### src/rtl/display_scanner.sv
// Four-digit seven-segment scan controller: frame-snapshotted hours/minutes, guard-banded anodes.
// Optional digit blinking for set mode is compiled in with `define DISPLAY_BLINK_EN.
module display_scanner #(
  parameter int unsigned REFRESH_DIV = 25000,
  parameter int unsigned GUARD       = 2,
  parameter int unsigned BLINK_DIV   = 25000000
) (
  input  logic       clk,
  input  logic       reset_n,
  input  logic [5:0] hours,
  input  logic [5:0] minutes,
  input  logic       set24hours,
  input  logic       blinkHours,
  input  logic       blinkMinutes,
  output logic [3:0] an,
  output logic [5:0] number,
  output logic       tens,
  output logic       hoursPlace,
  output logic       dp
);

  localparam int unsigned PW = (REFRESH_DIV > 1) ? $clog2(REFRESH_DIV) : 1;
  localparam logic [PW-1:0] PRESC_LAST = PW'(REFRESH_DIV - 1);
  localparam logic [PW-1:0] GUARD_END  = PW'(GUARD);

  typedef enum logic [1:0] {
    SLOT_MIN_ONES = 2'd0,
    SLOT_MIN_TENS = 2'd1,
    SLOT_HR_ONES  = 2'd2,
    SLOT_HR_TENS  = 2'd3
  } slot_t;

  logic [PW-1:0] presc, presc_next;
  slot_t         idx, idx_next;
  logic [5:0]    hours_q, minutes_q, hours_next, minutes_next;
  logic          slot_wrap, frame_wrap;
  logic          blank_hr, blank_min;
  logic [3:0]    an_next;
  logic          dp_next;
  logic [5:0]    number_next;
  logic          tens_next, hours_place_next;

  // Registered outputs are derived from next-state values so they move on the same edge as idx.
  always_comb begin
    slot_wrap    = (presc == PRESC_LAST);
    presc_next   = slot_wrap ? '0 : presc + 1'b1;
    idx_next     = slot_wrap ? slot_t'(idx + 2'd1) : idx;
    frame_wrap   = slot_wrap && (idx == SLOT_HR_TENS);
    hours_next   = frame_wrap ? hours   : hours_q;
    minutes_next = frame_wrap ? minutes : minutes_q;
  end

`ifdef DISPLAY_BLINK_EN
  localparam int unsigned BW = (BLINK_DIV > 1) ? $clog2(BLINK_DIV) : 1;
  localparam logic [BW-1:0] BLINK_LAST = BW'(BLINK_DIV - 1);

  logic [BW-1:0] blink_cnt;
  logic          blink_phase, blink_phase_next;

  always_comb begin
    blink_phase_next = (blink_cnt == BLINK_LAST) ? ~blink_phase : blink_phase;
    blank_hr         = blink_phase_next & blinkHours;
    blank_min        = blink_phase_next & blinkMinutes;
  end

  always_ff @(posedge clk or negedge reset_n) begin
    if (!reset_n) begin
      blink_cnt   <= '0;
      blink_phase <= 1'b0;
    end else begin
      blink_cnt   <= (blink_cnt == BLINK_LAST) ? '0 : blink_cnt + 1'b1;
      blink_phase <= blink_phase_next;
    end
  end
`else
  logic unused_blink;

  assign unused_blink = ^{blinkHours, blinkMinutes} ^ (BLINK_DIV == 0);
  assign blank_hr     = 1'b0;
  assign blank_min    = 1'b0;
`endif

  always_comb begin
    an_next = '1;
    if (presc_next >= GUARD_END) begin
      an_next = ~(4'b0001 << idx_next);
      if (blank_hr)  an_next[3:2] = 2'b11;
      if (blank_min) an_next[1:0] = 2'b11;
    end
    dp_next = ~((idx_next == SLOT_MIN_ONES) && (presc_next >= GUARD_END) &&
                !set24hours && (hours_next >= 6'd12));
    number_next      = minutes_next;
    tens_next        = 1'b0;
    hours_place_next = 1'b0;
    case (idx_next)
      SLOT_MIN_ONES: begin
        number_next = minutes_next;
      end
      SLOT_MIN_TENS: begin
        number_next = minutes_next;
        tens_next   = 1'b1;
      end
      SLOT_HR_ONES: begin
        number_next      = hours_next;
        hours_place_next = 1'b1;
      end
      SLOT_HR_TENS: begin
        number_next      = hours_next;
        tens_next        = 1'b1;
        hours_place_next = 1'b1;
      end
      default: ;
    endcase
  end

  always_ff @(posedge clk or negedge reset_n) begin
    if (!reset_n) begin
      presc      <= '0;
      idx        <= SLOT_MIN_ONES;
      hours_q    <= '0;
      minutes_q  <= '0;
      an         <= '1;
      dp         <= 1'b1;
      number     <= '0;
      tens       <= 1'b0;
      hoursPlace <= 1'b0;
    end else begin
      presc      <= presc_next;
      idx        <= idx_next;
      hours_q    <= hours_next;
      minutes_q  <= minutes_next;
      an         <= an_next;
      dp         <= dp_next;
      number     <= number_next;
      tens       <= tens_next;
      hoursPlace <= hours_place_next;
    end
  end

endmodule

### config.mk
export PLATFORM = sky130hd
export DESIGN_NAME = display_scanner
export DESIGN_NICKNAME = d
export VERILOG_FILES = /design/src/rtl/display_scanner.sv
export SDC_FILE = /design/constraint.sdc
export NUM_CORES = 1
export LEC_CHECK = 0
export ABC_CLOCK_PERIOD_IN_PS = 2240
export CAP_MARGIN = 0
export CELL_PAD_IN_SITES_DETAIL_PLACEMENT = 0
export CELL_PAD_IN_SITES_GLOBAL_PLACEMENT = 1
export CORE_MARGIN = 4
export CORE_UTILIZATION = 38
export CTS_CLUSTER_DIAMETER = 200
export DETAILED_ROUTE_END_ITERATION = 7
export GPL_TIMING_DRIVEN = 0
export HOLD_SLACK_MARGIN = 0.15
export PLACE_DENSITY = 0.78
export SYNTH_ARGS = -nofsm -noshare
export SYNTH_HDL_FRONTEND = slang
export SYNTH_SLANG_ARGS = --single-unit
export TNS_END_PERCENT = 5
### constraint.sdc
create_clock -name clk -period 2.24 [get_ports clk]
set_clock_uncertainty 0.05 [all_clocks]
set_input_delay 0.224 -clock clk [delete_from_list [all_inputs] [get_ports clk]]
set_output_delay 0.224 -clock clk [all_outputs]
set_load 0.02 [all_outputs]
==> results.rst, run 1 <==
.. list-table::
   :header-rows: 1

   * - Metric
     - Value
   * - Netlist area before placement
     - 2000 µm²
   * - Area share of the leading cell type in the synthesized netlist
     - 46.4%
   * - Via count of the first global-routing pass
     - about 1400
   * - Setup repair after global routing missed its margin
     - yes
   * - Initial Util
     - approximately two fifths
   * - Worst slew slack as a fraction of its limit
     - 68.6%
   * - Num ports
     - 30
   * - Cell area power density
     - 556 nW/µm²
   * - Final HPWL DP
     - 2.71 mm
   * - Classification of the worst setup path
     - reg -> reg
   * - Detailed Route WL
     - around 4 mm
   * - Cell chosen for the clock root
     - sky130_fd_sc_hd__clkbuf_8
   * - Global-route wire length before repair
     - ~6.7 mm
   * - Largest fanout of any net on the critical path
     - 10
   * - Clock slew at the register clock pins of the worst setup and hold paths
     - 0.08 ns
   * - Cell with the most instances after synthesis
     - sky130_fd_sc_hd__dfrtp_1
   * - Total number of nets in the final design
     - 236
   * - Layout Area Growth over Synthesis
     - 32.3%
   * - Critical Path Source Type
     - flip-flop
   * - Most instantiated flip-flop cell in the synthesis netlist
     - sky130_fd_sc_hd__dfrtp_1
   * - DRC Markers
     - 0
   * - Leak pwr
     - around 0.0012 µW
   * - Total die area
     - about 6500 µm²
   * - Insertion delay of the later-clocked pin in the worst-skew pair
     - approximately 0.29 ns
   * - Final WS setup
     - -0.110 ns
   * - FILL cells
     - between 400 and 500
   * - Total of flip-flops plus latches after synthesis
     - 42
   * - Largest cells by area after synthesis
     - sky130_fd_sc_hd__dfrtp_1 (46%), sky130_fd_sc_hd__mux2_4 (7.5%), sky130_fd_sc_hd__dfstp_2 (6.6%), sky130_fd_sc_hd__xor2_1 (5.3%), sky130_fd_sc_hd__mux2_2 (4.5%)
   * - Crit path capture type
     - flip-flop
   * - Number of CTS-inserted buffers
     - 5
   * - Antenna cell count
     - 0
   * - Vias per inst
     - 4.85
   * - Post-DRT Antenna Nets
     - 0
   * - Port Buf Inserts
     - 27
   * - Highest ir drop seen on vdd
     - 0.270 mV
   * - Sequential element share of the synthesized area
     - 52.9%
   * - Clock tree from TritonCTS
     - done
   * - Achievable Freq
     - roughly 0.43 GHz
   * - DIE HEIGHT
     - 80.5 µm
   * - Synthesized net count
     - approximately 190
   * - Number of antenna violations at the first check in global routing
     - 0
   * - Area used by sequential logic in the layout
     - 1060 µm²
   * - Area of the placeable core
     - around 5000 µm²
   * - EDFF count, synth
     - 0
   * - Total global-route track usage
     - 13.1%
   * - Overall power of the completed layout
     - 1470 µW
   * - Avg Cell Area, Syn
     - 11.6 µm²
   * - Synth cell types
     - 37
   * - Initial DRC Count
     - about 50
   * - Final hold viol count
     - 0
   * - Number of core rows
     - 26
   * - Worst-Margin Slew
     - 0.459 ns
   * - Layout cells sized above 1
     - 28.1%
   * - Period utilization
     - 105%
   * - Largest net degree at the start of global routing
     - 25
   * - RePlAce Congestion
     - about 0.76
   * - Final-report setup violation count
     - 6
   * - Failing checks
     - negative setup slack
   * - Buffer depth of the longest clock path
     - 2
   * - Cell count after synthesis
     - around 170
   * - Result of the run
     - complete, but fails checks
   * - Data required time of the critical path
     - 2.37 ns
   * - Leading area contributor after synthesis
     - sky130_fd_sc_hd__dfrtp_1
   * - Horizontal extent of the die
     - 80.5 µm
   * - Number of vias after detailed routing
     - 1393
   * - Multi-input gate area
     - 898 µm²
   * - Avg WL per Cell
     - 13.7 µm
   * - Max-cap violations
     - 0
   * - H-Tree Depth
     - 2
   * - Async S/R FF share, synth
     - 100%
   * - Number of warning messages in the yosys log
     - 0
   * - Worst hold slack across all endpoints
     - 0.363 ns
   * - Synth cell count leaders
     - sky130_fd_sc_hd__dfrtp_1 (37), sky130_fd_sc_hd__nor2_1 (15), sky130_fd_sc_hd__xor2_1 (12)
   * - Crit path time final
     - 2.35 ns
   * - CP arrival
     - between 2 and 2.5 ns
   * - Final-report max-slew violation count
     - 0
   * - Worst Hold Class
     - in -> async
   * - Gr ovfl total
     - 0
   * - Clock net sink count
     - 42
   * - DR pass1 iterations
     - 4
per-stage QoR:
stage	TNS, ns	setup slack (ns)	cells	utilization [%]	instance area, µm²
floorplan	-0.999	-0.164	172	-	2010
global route	-1.69	-0.184	287	51.7	2640
CTS	-0.788	-0.133	284	50.6	2590
global placement	-12.24	-0.490	269	46.3	2360
detailed placement	-6.48	-0.495	270	46.7	2390
finish	-0.638	-0.110	287	51.7	2640
repair_timing:
item | CTS | global route
gates resized for setup | 6 | 9
buffers inserted | 8 | 6
endpoints found under the hold margin | 13 | 0
setup endpoints to repair | 32 | 12
hold buffers | 1 | 0
pin swaps | 3 | 5
area by class of cell:
class                   instances  area share, %
flip-flops and latches         42           40.2
multi-input cells             113           34.0
repair buffers                 43           15.6
well taps                      70           3.31
clock buffers                   6           2.75
plain buffers                   6           2.08
clock inverters                 2           1.42
inverters                       5          0.710
worst max-delay path: stages (launching register included):
cell	delay (ns)
sky130_fd_sc_hd__dfrtp_2	0.45
sky130_fd_sc_hd__or4bb_4	0.56
sky130_fd_sc_hd__nor4_4	0.23
sky130_fd_sc_hd__buf_6	0.16
sky130_fd_sc_hd__nand2_4	0.06
sky130_fd_sc_hd__buf_12	0.15
sky130_fd_sc_hd__mux2_4	0.30
sky130_fd_sc_hd__mux2_2	0.26
path summary, 6_finish.rpt:
check                            from            to  slack (ns)  depth (start not counted)
max reg2reg                 presc[12]     number[3]       -0.11                          7
max                         presc[12]     number[3]       -0.11                          7
min                           reset_n  minutes_q[4]        0.36                          2
max in group asynchronous     reset_n     presc[12]        1.29                          3
min in group clk           hours_q[1]    hours_q[1]        0.45                          1
min reg2reg                hours_q[1]    hours_q[1]        0.45                          1
kinds of logic after synthesis:
family / after synthesis / synth area share [%]
buffers and inverters: 17 / 4.01
and+or+nand+nor: 59 / 16.0
DFF: 42 / 52.9
adders and majority gates: 3 / 1.88
AOI/OAI and AO/OA: 13 / 4.32
xor gates and xnor gates: 19 / 8.33
muxes: 19 / 12.5
where the power goes:
| part | total, µW | switching, µW | internal [µW] |
|---|---|---|---|
| clock | 591 | 258 | 333 |
| sequential | 782 | 5.73 | 776 |
| combinational | 96.6 | 39.5 | 57.1 |
sequential cells by signal, indices dropped and copies added (netlist names):
| signal | count |
|---|---|
| idx | 2 |
| an | 4 |
| tens | 1 |
| hoursPlace | 1 |
| minutes_q | 6 |
| presc | 15 |
| hours_q | 6 |
| dp | 1 |
| number | 6 |
layout by cell type, fill, tap and decap left out, drive strengths merged, types with 5 or more instances in the layout:
master | Yosys | final
inv | 5 | 5
clkbuf | 9 | 9
xor2 | 12 | 12
nand4 | 5 | 5
xnor2 | 7 | 7
nor2 | 15 | 15
nand2 | 10 | 10
nand3 | 10 | 10
nor3 | 6 | 6
dfrtp | 37 | 37
dfstp | 5 | 5
mux2 | 18 | 18
clkdlybuf4s50 | 0 | 26
buf | 3 | 19
metal layers:
layer	GRT usage [%]	share of wire, %	vias up
met5	0	0	-
met4	5.07	1.7	0
met3	2.58	2.9	7
met2	20.9	49	26
met1	17.5	47	680
li1	-	-	680
No activity file was read; power rests on OpenSTA's default activity.
==> inputs of run 2 (changes only) <==
--- a/config.mk
+++ b/config.mk
@@ -13,2 +13,3 @@
 export CORE_UTILIZATION = 38
+export CTS_BUF_LIST = sky130_fd_sc_hd__clkbuf_16
 export CTS_CLUSTER_DIAMETER = 200
--- a/constraint.sdc
+++ b/constraint.sdc
@@ -4,2 +4,2 @@
 set_output_delay 0.224 -clock clk [all_outputs]
-set_load 0.02 [all_outputs]
+set_load 0.005 [all_outputs]
==> run 2 against run 1 <==
Against the previous run:
- the flow still finishes with violations (negative setup slack)
- register-to-register slack about the same
- clock power grew 35%
- sequential cell count unchanged
- critical endpoint is now number[5]
==> results.rst, run 2 (synthesized netlist as in run 1, its figures left out) <==
.. list-table::
   :header-rows: 1

   * - Metric
     - Value
   * - Result of the run
     - complete, but fails checks
   * - Failing checks
     - negative setup slack
   * - Number of vias after detailed routing
     - approximately 1400
   * - Final hold viol count
     - 0
   * - Buffer depth of the longest clock path
     - 2
   * - Worst slew slack as a fraction of its limit
     - roughly two thirds
   * - Layout Area Growth over Synthesis
     - 36.4%
   * - Cell chosen for the clock root
     - sky130_fd_sc_hd__clkbuf_16
   * - Post-DRT Antenna Nets
     - 0
   * - FILL cells
     - 454
   * - Number of buffers and inverters on the critical path
     - 3
   * - Kind of cell adding the most delay to the critical path
     - simple AND/OR/NAND/NOR gates
   * - Post-route design area
     - 2720 µm²
   * - Internal power of the cells
     - 1360 µW
   * - Total die area
     - 6480 µm²
   * - Logic gate share of total power
     - 5.3%
   * - FF-to-FF path depth
     - 8
   * - Cell count after placement
     - between 200 and 300
   * - CP arrival
     - 2.47 ns
   * - Port Buf Inserts
     - 27
   * - Worst Hold Class
     - in -> async
   * - Setup repair after global routing missed its margin
     - yes
   * - Avg WL per Cell
     - between 10 and 15 µm
   * - Layout cells sized above 1
     - approximately 29%
   * - Post-Place Cell Area
     - 2390 µm²
   * - Leak pwr
     - 0.00126 µW
   * - Clock slew at the register clock pins of the worst setup and hold paths
     - 0.06 ns
   * - Total global-route track usage
     - 13.3%
   * - Overall power of the completed layout
     - 1670 µW
   * - Portion of total power attributed to the clock network
     - 47.7%
   * - Largest fanout of any net on the critical path
     - 10
   * - Crit path capture type
     - flip-flop
   * - Slowest cell delay on critical path
     - 0.54 ns
   * - Worst path slowest cell
     - sky130_fd_sc_hd__or4bb_4
   * - Data required time of the critical path
     - 2.36 ns
   * - H-Tree Depth
     - 2
   * - Highest ir drop seen on vdd
     - roughly 0.31 mV
   * - Insertion delay of the later-clocked pin in the worst-skew pair
     - 0.28 ns
   * - Global-route wire length before repair
     - ~6.7 mm
   * - Gr ovfl total
     - 0
   * - Cell area power density
     - 612 nW/µm²
   * - Largest net degree at the start of global routing
     - 25
   * - Initial DRC Count
     - 70
   * - Antenna cell count
     - 0
   * - Clock tree from TritonCTS
     - done
   * - Start of the worst register-to-register path
     - presc[13]
   * - Most common library cell in the layout ignoring fill and taps
     - sky130_fd_sc_hd__dfrtp_1
   * - Number of core rows
     - 26
   * - Via count of the first global-routing pass
     - 1403
   * - Number of antenna violations at the first check in global routing
     - 0
   * - Most frequent cells in the layout
     - sky130_fd_sc_hd__dfrtp_1 (35), sky130_fd_sc_hd__clkdlybuf4s50_1 (26), sky130_fd_sc_hd__buf_4 (15)
   * - Flip-flop count of the largest register, all copies and words added
     - 15
   * - RePlAce Congestion
     - 0.763
   * - Register bank with the most flops
     - presc
   * - Achievable Freq
     - 0.424 GHz
   * - Num ports
     - 30
   * - Classification of the worst setup path
     - reg -> reg
   * - Total number of nets in the final design
     - between 200 and 250
   * - Final WS setup
     - -0.116 ns
   * - Worst-Margin Slew
     - 0.464 ns
   * - Crit path time final
     - 2.36 ns
   * - Number of CTS-inserted buffers
     - 5
   * - Critical Path Source Type
     - flip-flop
   * - Initial Util
     - between 30% and 40%
   * - Final-report max-slew violation count
     - 0
   * - Vias per inst
     - around 4.8
   * - Max-cap violations
     - 0
   * - Non-Filler Instances
     - between 200 and 300
   * - DR pass1 iterations
     - 4
   * - Worst slack, placed
     - -0.495 ns
   * - Period utilization
     - 105%
   * - Crit path cell chain
     - buf_6 -> or4bb_4 -> nor4_4 -> buf_6 -> nand2_4 -> buf_12 -> mux2_4 -> mux2_2
   * - Clock net sink count
     - 42
   * - Area of the placeable core
     - slightly above 5000 µm²
   * - Final HPWL DP
     - 2.71 mm
   * - Worst hold slack across all endpoints
     - about 0.38 ns
   * - Horizontal extent of the die
     - around 80 µm
   * - DRC Markers
     - 0
   * - Most common cell type on the critical path
     - sky130_fd_sc_hd__buf_6
   * - Sequential fraction of design power
     - 47.0%
   * - DIE HEIGHT
     - 80.5 µm
   * - Psw
     - 312 µW
   * - Detailed Route WL
     - roughly 4 mm
   * - Reg-to-reg critical path endpoint
     - number[5]
   * - Final-report setup violation count
     - 6
   * - Switching power share of the total
     - a little under a fifth
   * - R2R Setup Slk
     - -0.12 ns
## run 2: cell types whose count changed in the layout (fill, tap and decap cells not counted), sizes merged
cell | before | now
clkbuf | 9 | 10
buf | 19 | 21
inv | 5 | 6
## run 2: worst reg2reg max path, cell delays in order, from the launching register on
cell,delay [ns]
sky130_fd_sc_hd__dfrtp_1,0.34
sky130_fd_sc_hd__buf_6,0.12
sky130_fd_sc_hd__or4bb_4,0.54
sky130_fd_sc_hd__nor4_4,0.23
sky130_fd_sc_hd__buf_6,0.16
sky130_fd_sc_hd__nand2_4,0.07
sky130_fd_sc_hd__buf_12,0.16
sky130_fd_sc_hd__mux2_4,0.31
sky130_fd_sc_hd__mux2_2,0.26
## run 2: metrics by stage
stage | utilization, % | setup TNS, ns
finish | 53.3 | -0.660
floorplan | - | -0.999
detailed placement | 46.7 | -6.48
global route | 53.3 | -1.85
global placement | 46.3 | -12.24
CTS | 51.7 | -0.791
## run 2: worst max-delay path by stage
stage / from / end / slack (ns) / cells past startpoint
2_1_floorplan: presc[4] / number[4] / -0.16 / 7
3_3_place_gp: presc[0] / number[0] / -0.49 / 7
3_5_place_dp: presc[0] / number[1] / -0.50 / 7
4_1_cts: presc[4] / number[5] / -0.14 / 8
5_1_grt: presc[13] / number[5] / -0.19 / 8
6_report: presc[13] / number[5] / -0.12 / 8
## run 2: layout make-up
class	count	area [µm²]	share of cell area (%)
multi-input cells	113	898	33.0
clock buffers	5	125	4.59
well taps	70	87.6	3.22
flip-flops and latches	42	1060	38.9
inverters	5	18.8	0.689
plain buffers	8	66.3	2.43
repair buffers	45	427	15.7
clock inverters	3	41.3	1.52
## run 2: repair_timing
item,in CTS,in global routing
hold endpoints to repair,13,0
hold buffers,1,0
pin swaps,3,2
resized for setup,9,7
setup buffers,7,9
endpoints found under the setup margin,32,12
## run 2: power groups by stage
stage | combinational [µW] | clock [µW] | sequential, µW
after floorplan | 24.6 | 0 | 797
after global placement | 82.5 | 0 | 796
after detailed placement | 88.3 | 0 | 797
after CTS | 90.2 | 821 | 783
after global routing | 97.8 | 857 | 785
final | 88.7 | 796 | 783
## run 2: per-layer routing
metal,global-route usage [%],wire length [µm],vias to the layer above
met5,0,0,-
met4,4.39,42,0
met3,3.36,134,4
met2,21.6,1900,33
met1,17.3,1880,678
li1,-,-,690
==> inputs of run 3 (changes only) <==
Settings changed: CORE_UTILIZATION 38 to 40, CTS_CLUSTER_SIZE set to 10, DONT_BUFFER_PORTS set to 1, PLACE_DENSITY 0.78 to 0.72.
==> run 3 against run 2 <==
Against the previous run:
- the run still ends with negative setup slack left
- sequential power increased by 0.5%
- maximum frequency grew 0.17%
- wire length grew 2.6%
- final area shrank 4.9%
- hold slack worse by 0.040 ns
- first-iteration DRC count grew 29%
- clock power is essentially flat
- critical path depth decreased by 1
- non-clock buffer count is 17 lower
- global-route usage is 0.93 points higher
- register-to-register slack about the same
- via count is 2.2% lower
- critical endpoint is now number[3]
- highest routed layer unchanged
==> results.rst, run 3 (synthesized netlist as in run 1, its figures left out) <==
.. list-table::
   :header-rows: 1

   * - Metric
     - Value
   * - Clock tree from TritonCTS
     - done
   * - FILL cells
     - 428
   * - Post-route design area
     - 2590 µm²
   * - Psw
     - 314 µW
   * - Initial Util
     - between 40% and 50%
   * - Period utilization
     - 105%
   * - Kind of cell adding the most delay to the critical path
     - simple AND/OR/NAND/NOR gates
   * - Register bank with the most flops
     - presc
   * - RePlAce Congestion
     - 0.800
   * - Port Buf Inserts
     - 0
   * - Internal power of the cells
     - 1340 µW
   * - Portion of total power attributed to the clock network
     - about 48%
   * - Cell chosen for the clock root
     - sky130_fd_sc_hd__clkbuf_16
   * - Number of core rows
     - 25
   * - Post-Place Cell Area
     - around 2100 µm²
   * - Via count of the first global-routing pass
     - roughly 1300
   * - Vias per inst
     - 5.07
   * - Worst slack, placed
     - -0.475 ns
   * - Post-DRT Antenna Nets
     - 0
   * - Layout cells sized above 1
     - 30.9%
   * - Largest net degree at the start of global routing
     - between 40 and 50
   * - Logic gate share of total power
     - 4.0%
   * - Area of the placeable core
     - 4790 µm²
   * - CP arrival
     - roughly 2.5 ns
   * - Final total negative setup slack
     - -0.606 ns
   * - DRC Markers
     - 0
   * - Worst Hold Class
     - in -> reg
   * - Insertion delay of the later-clocked pin in the worst-skew pair
     - 0.28 ns
   * - Setup repair after global routing missed its margin
     - yes
   * - Leak pwr
     - between 0.001 and 0.0015 µW
   * - Non-Filler Instances
     - approximately 270
   * - H-Tree Depth
     - 2
   * - Failing checks
     - negative setup slack
   * - Final-report max-slew violation count
     - 0
   * - Switching power share of the total
     - 19.0%
   * - Final-report setup violation count
     - 7
   * - Number of antenna violations at the first check in global routing
     - 0
   * - Cell area power density
     - 638 nW/µm²
   * - Flip-flop count of the largest register, all copies and words added
     - 15
   * - Slowest cell delay on critical path
     - 0.55 ns
   * - Crit path capture type
     - flip-flop
   * - Max-cap violations
     - 0
   * - Clock slew at the register clock pins of the worst setup and hold paths
     - 0.06 ns
   * - Largest fanout of any net on the critical path
     - 6
   * - Global-route wire length before repair
     - 6.83 mm
   * - Result of the run
     - complete, but fails checks
   * - Layout Area Growth over Synthesis
     - 29.8%
   * - Clock net sink count
     - 42
   * - Avg WL per Cell
     - 15.0 µm
   * - Number of vias after detailed routing
     - 1374
   * - Most frequent cells in the layout
     - sky130_fd_sc_hd__dfrtp_1 (33), sky130_fd_sc_hd__nor2_1 (14), sky130_fd_sc_hd__dlygate4sd3_1 (14)
   * - Num ports
     - 30
   * - Number of buffers and inverters on the critical path
     - 2
   * - Worst path slowest cell
     - sky130_fd_sc_hd__or4bb_4
   * - Initial DRC Count
     - 90
   * - Detailed Route WL
     - roughly 4.1 mm
   * - Crit path cell chain
     - or4bb_4 -> nor4_4 -> buf_6 -> nand2_8 -> buf_12 -> mux2_4 -> mux2_2
   * - Gr ovfl total
     - 0
   * - Total die area
     - 6190 µm²
   * - Number of CTS-inserted buffers
     - 5
   * - Highest ir drop seen on vdd
     - 0.348 mV
   * - Cell count after placement
     - around 240
   * - Buffer depth of the longest clock path
     - 2
   * - Antenna cell count
     - 0
   * - Critical Path Source Type
     - flip-flop
   * - Worst slew slack as a fraction of its limit
     - 73.3%
   * - Classification of the worst setup path
     - reg -> reg
   * - Achievable Freq
     - ~0.43 GHz
   * - Total global-route track usage
     - between 10% and 20%
   * - Crit path time final
     - 2.35 ns
   * - Most common library cell in the layout ignoring fill and taps
     - sky130_fd_sc_hd__dfrtp_1
   * - Worst-Margin Slew
     - 0.391 ns
   * - Sequential fraction of design power
     - between 40 and 50%
   * - Data required time of the critical path
     - between 2 and 2.5 ns
   * - Total number of nets in the final design
     - 223
   * - DR pass1 iterations
     - 4
   * - Final WS setup
     - -0.112 ns
   * - DIE HEIGHT
     - 78.7 µm
   * - Final HPWL DP
     - 2.65 mm
   * - Final hold viol count
     - 0
   * - Horizontal extent of the die
     - approximately 80 µm
run 3: changes by cell type in the layout (fill, tap and decap cells not counted), sizes merged:
cell           delta
clkdlybuf4s50    -26
buf               -4
dlygate4sd3      +13
run 3: timing repair:
action | CTS | global route
resized for setup | 15 | 10
setup buffers | 6 | 5
endpoints found under the setup margin | 33 | 11
hold endpoints to repair | 55 | 0
pin swaps | 3 | 2
hold buffers | 15 | 0
cloned | 1 | 0
run 3: path summary, 6_finish.rpt:
| check | start | endpoint | slack (ns) | cells past startpoint |
|---|---|---|---|---|
| max | presc[12] | number[3] | -0.11 | 7 |
| min | hours[4] | dp | 0.34 | 5 |
| max reg2reg | presc[12] | number[3] | -0.11 | 7 |
| min reg2reg | presc[0] | presc[0] | 0.43 | 1 |
| max in group asynchronous | reset_n | an[1] | 1.52 | 2 |
| min in group asynchronous | reset_n | presc[9] | 0.36 | 2 |
run 3: tightest hold or removal path, cell delays in order:
cell and delay [ns]:
sky130_fd_sc_hd__a2111oi_0 0.04, sky130_fd_sc_hd__a21oi_1 0.11, sky130_fd_sc_hd__a31oi_1 0.10, sky130_fd_sc_hd__nor3_2 0.10, sky130_fd_sc_hd__nand2_1 0.08
run 3: final cells by class:
cell class | instances | area (µm²) | area share (%)
flip-flops and latches | 42 | 1060 | 41.0
multi-input cells | 113 | 908 | 35.1
repair buffers | 27 | 274 | 10.6
clock buffers | 5 | 125 | 4.83
well taps | 67 | 83.8 | 3.24
plain buffers | 9 | 75.1 | 2.90
clock inverters | 3 | 41.3 | 1.59
inverters | 5 | 21.3 | 0.821
run 3: through the flow:
stage / power, µW / utilization, % / hold slack [ns]
global route: 1720 / 54.1 / 0.376
global placement: 826 / 43.7 / -0.120
floorplan: 821 / - / -0.122
detailed placement: 828 / 43.7 / -0.120
finish: 1650 / 54.1 / 0.336
CTS: 1670 / 52.9 / 0.342
run 3: per-layer routing:
| layer | vias to the layer above | GRT usage (%) | part of all wire (%) |
|---|---|---|---|
| li1 | 658 | - | - |
| met4 | 0 | 5.42 | 1.6 |
| met5 | - | 0 | 0 |
| met3 | 7 | 3.67 | 3.7 |
| met1 | 673 | 19.4 | 46 |
| met2 | 36 | 21.8 | 49 |
run 3: power groups by stage:
stage	sequential, µW	combinational (µW)	clock [µW]
floorplan	797	24.6	0
detailed placement	800	27.6	0
global placement	799	26.6	0
finish	787	66.5	799
global route	788	74.6	857
CTS	787	68.0	810
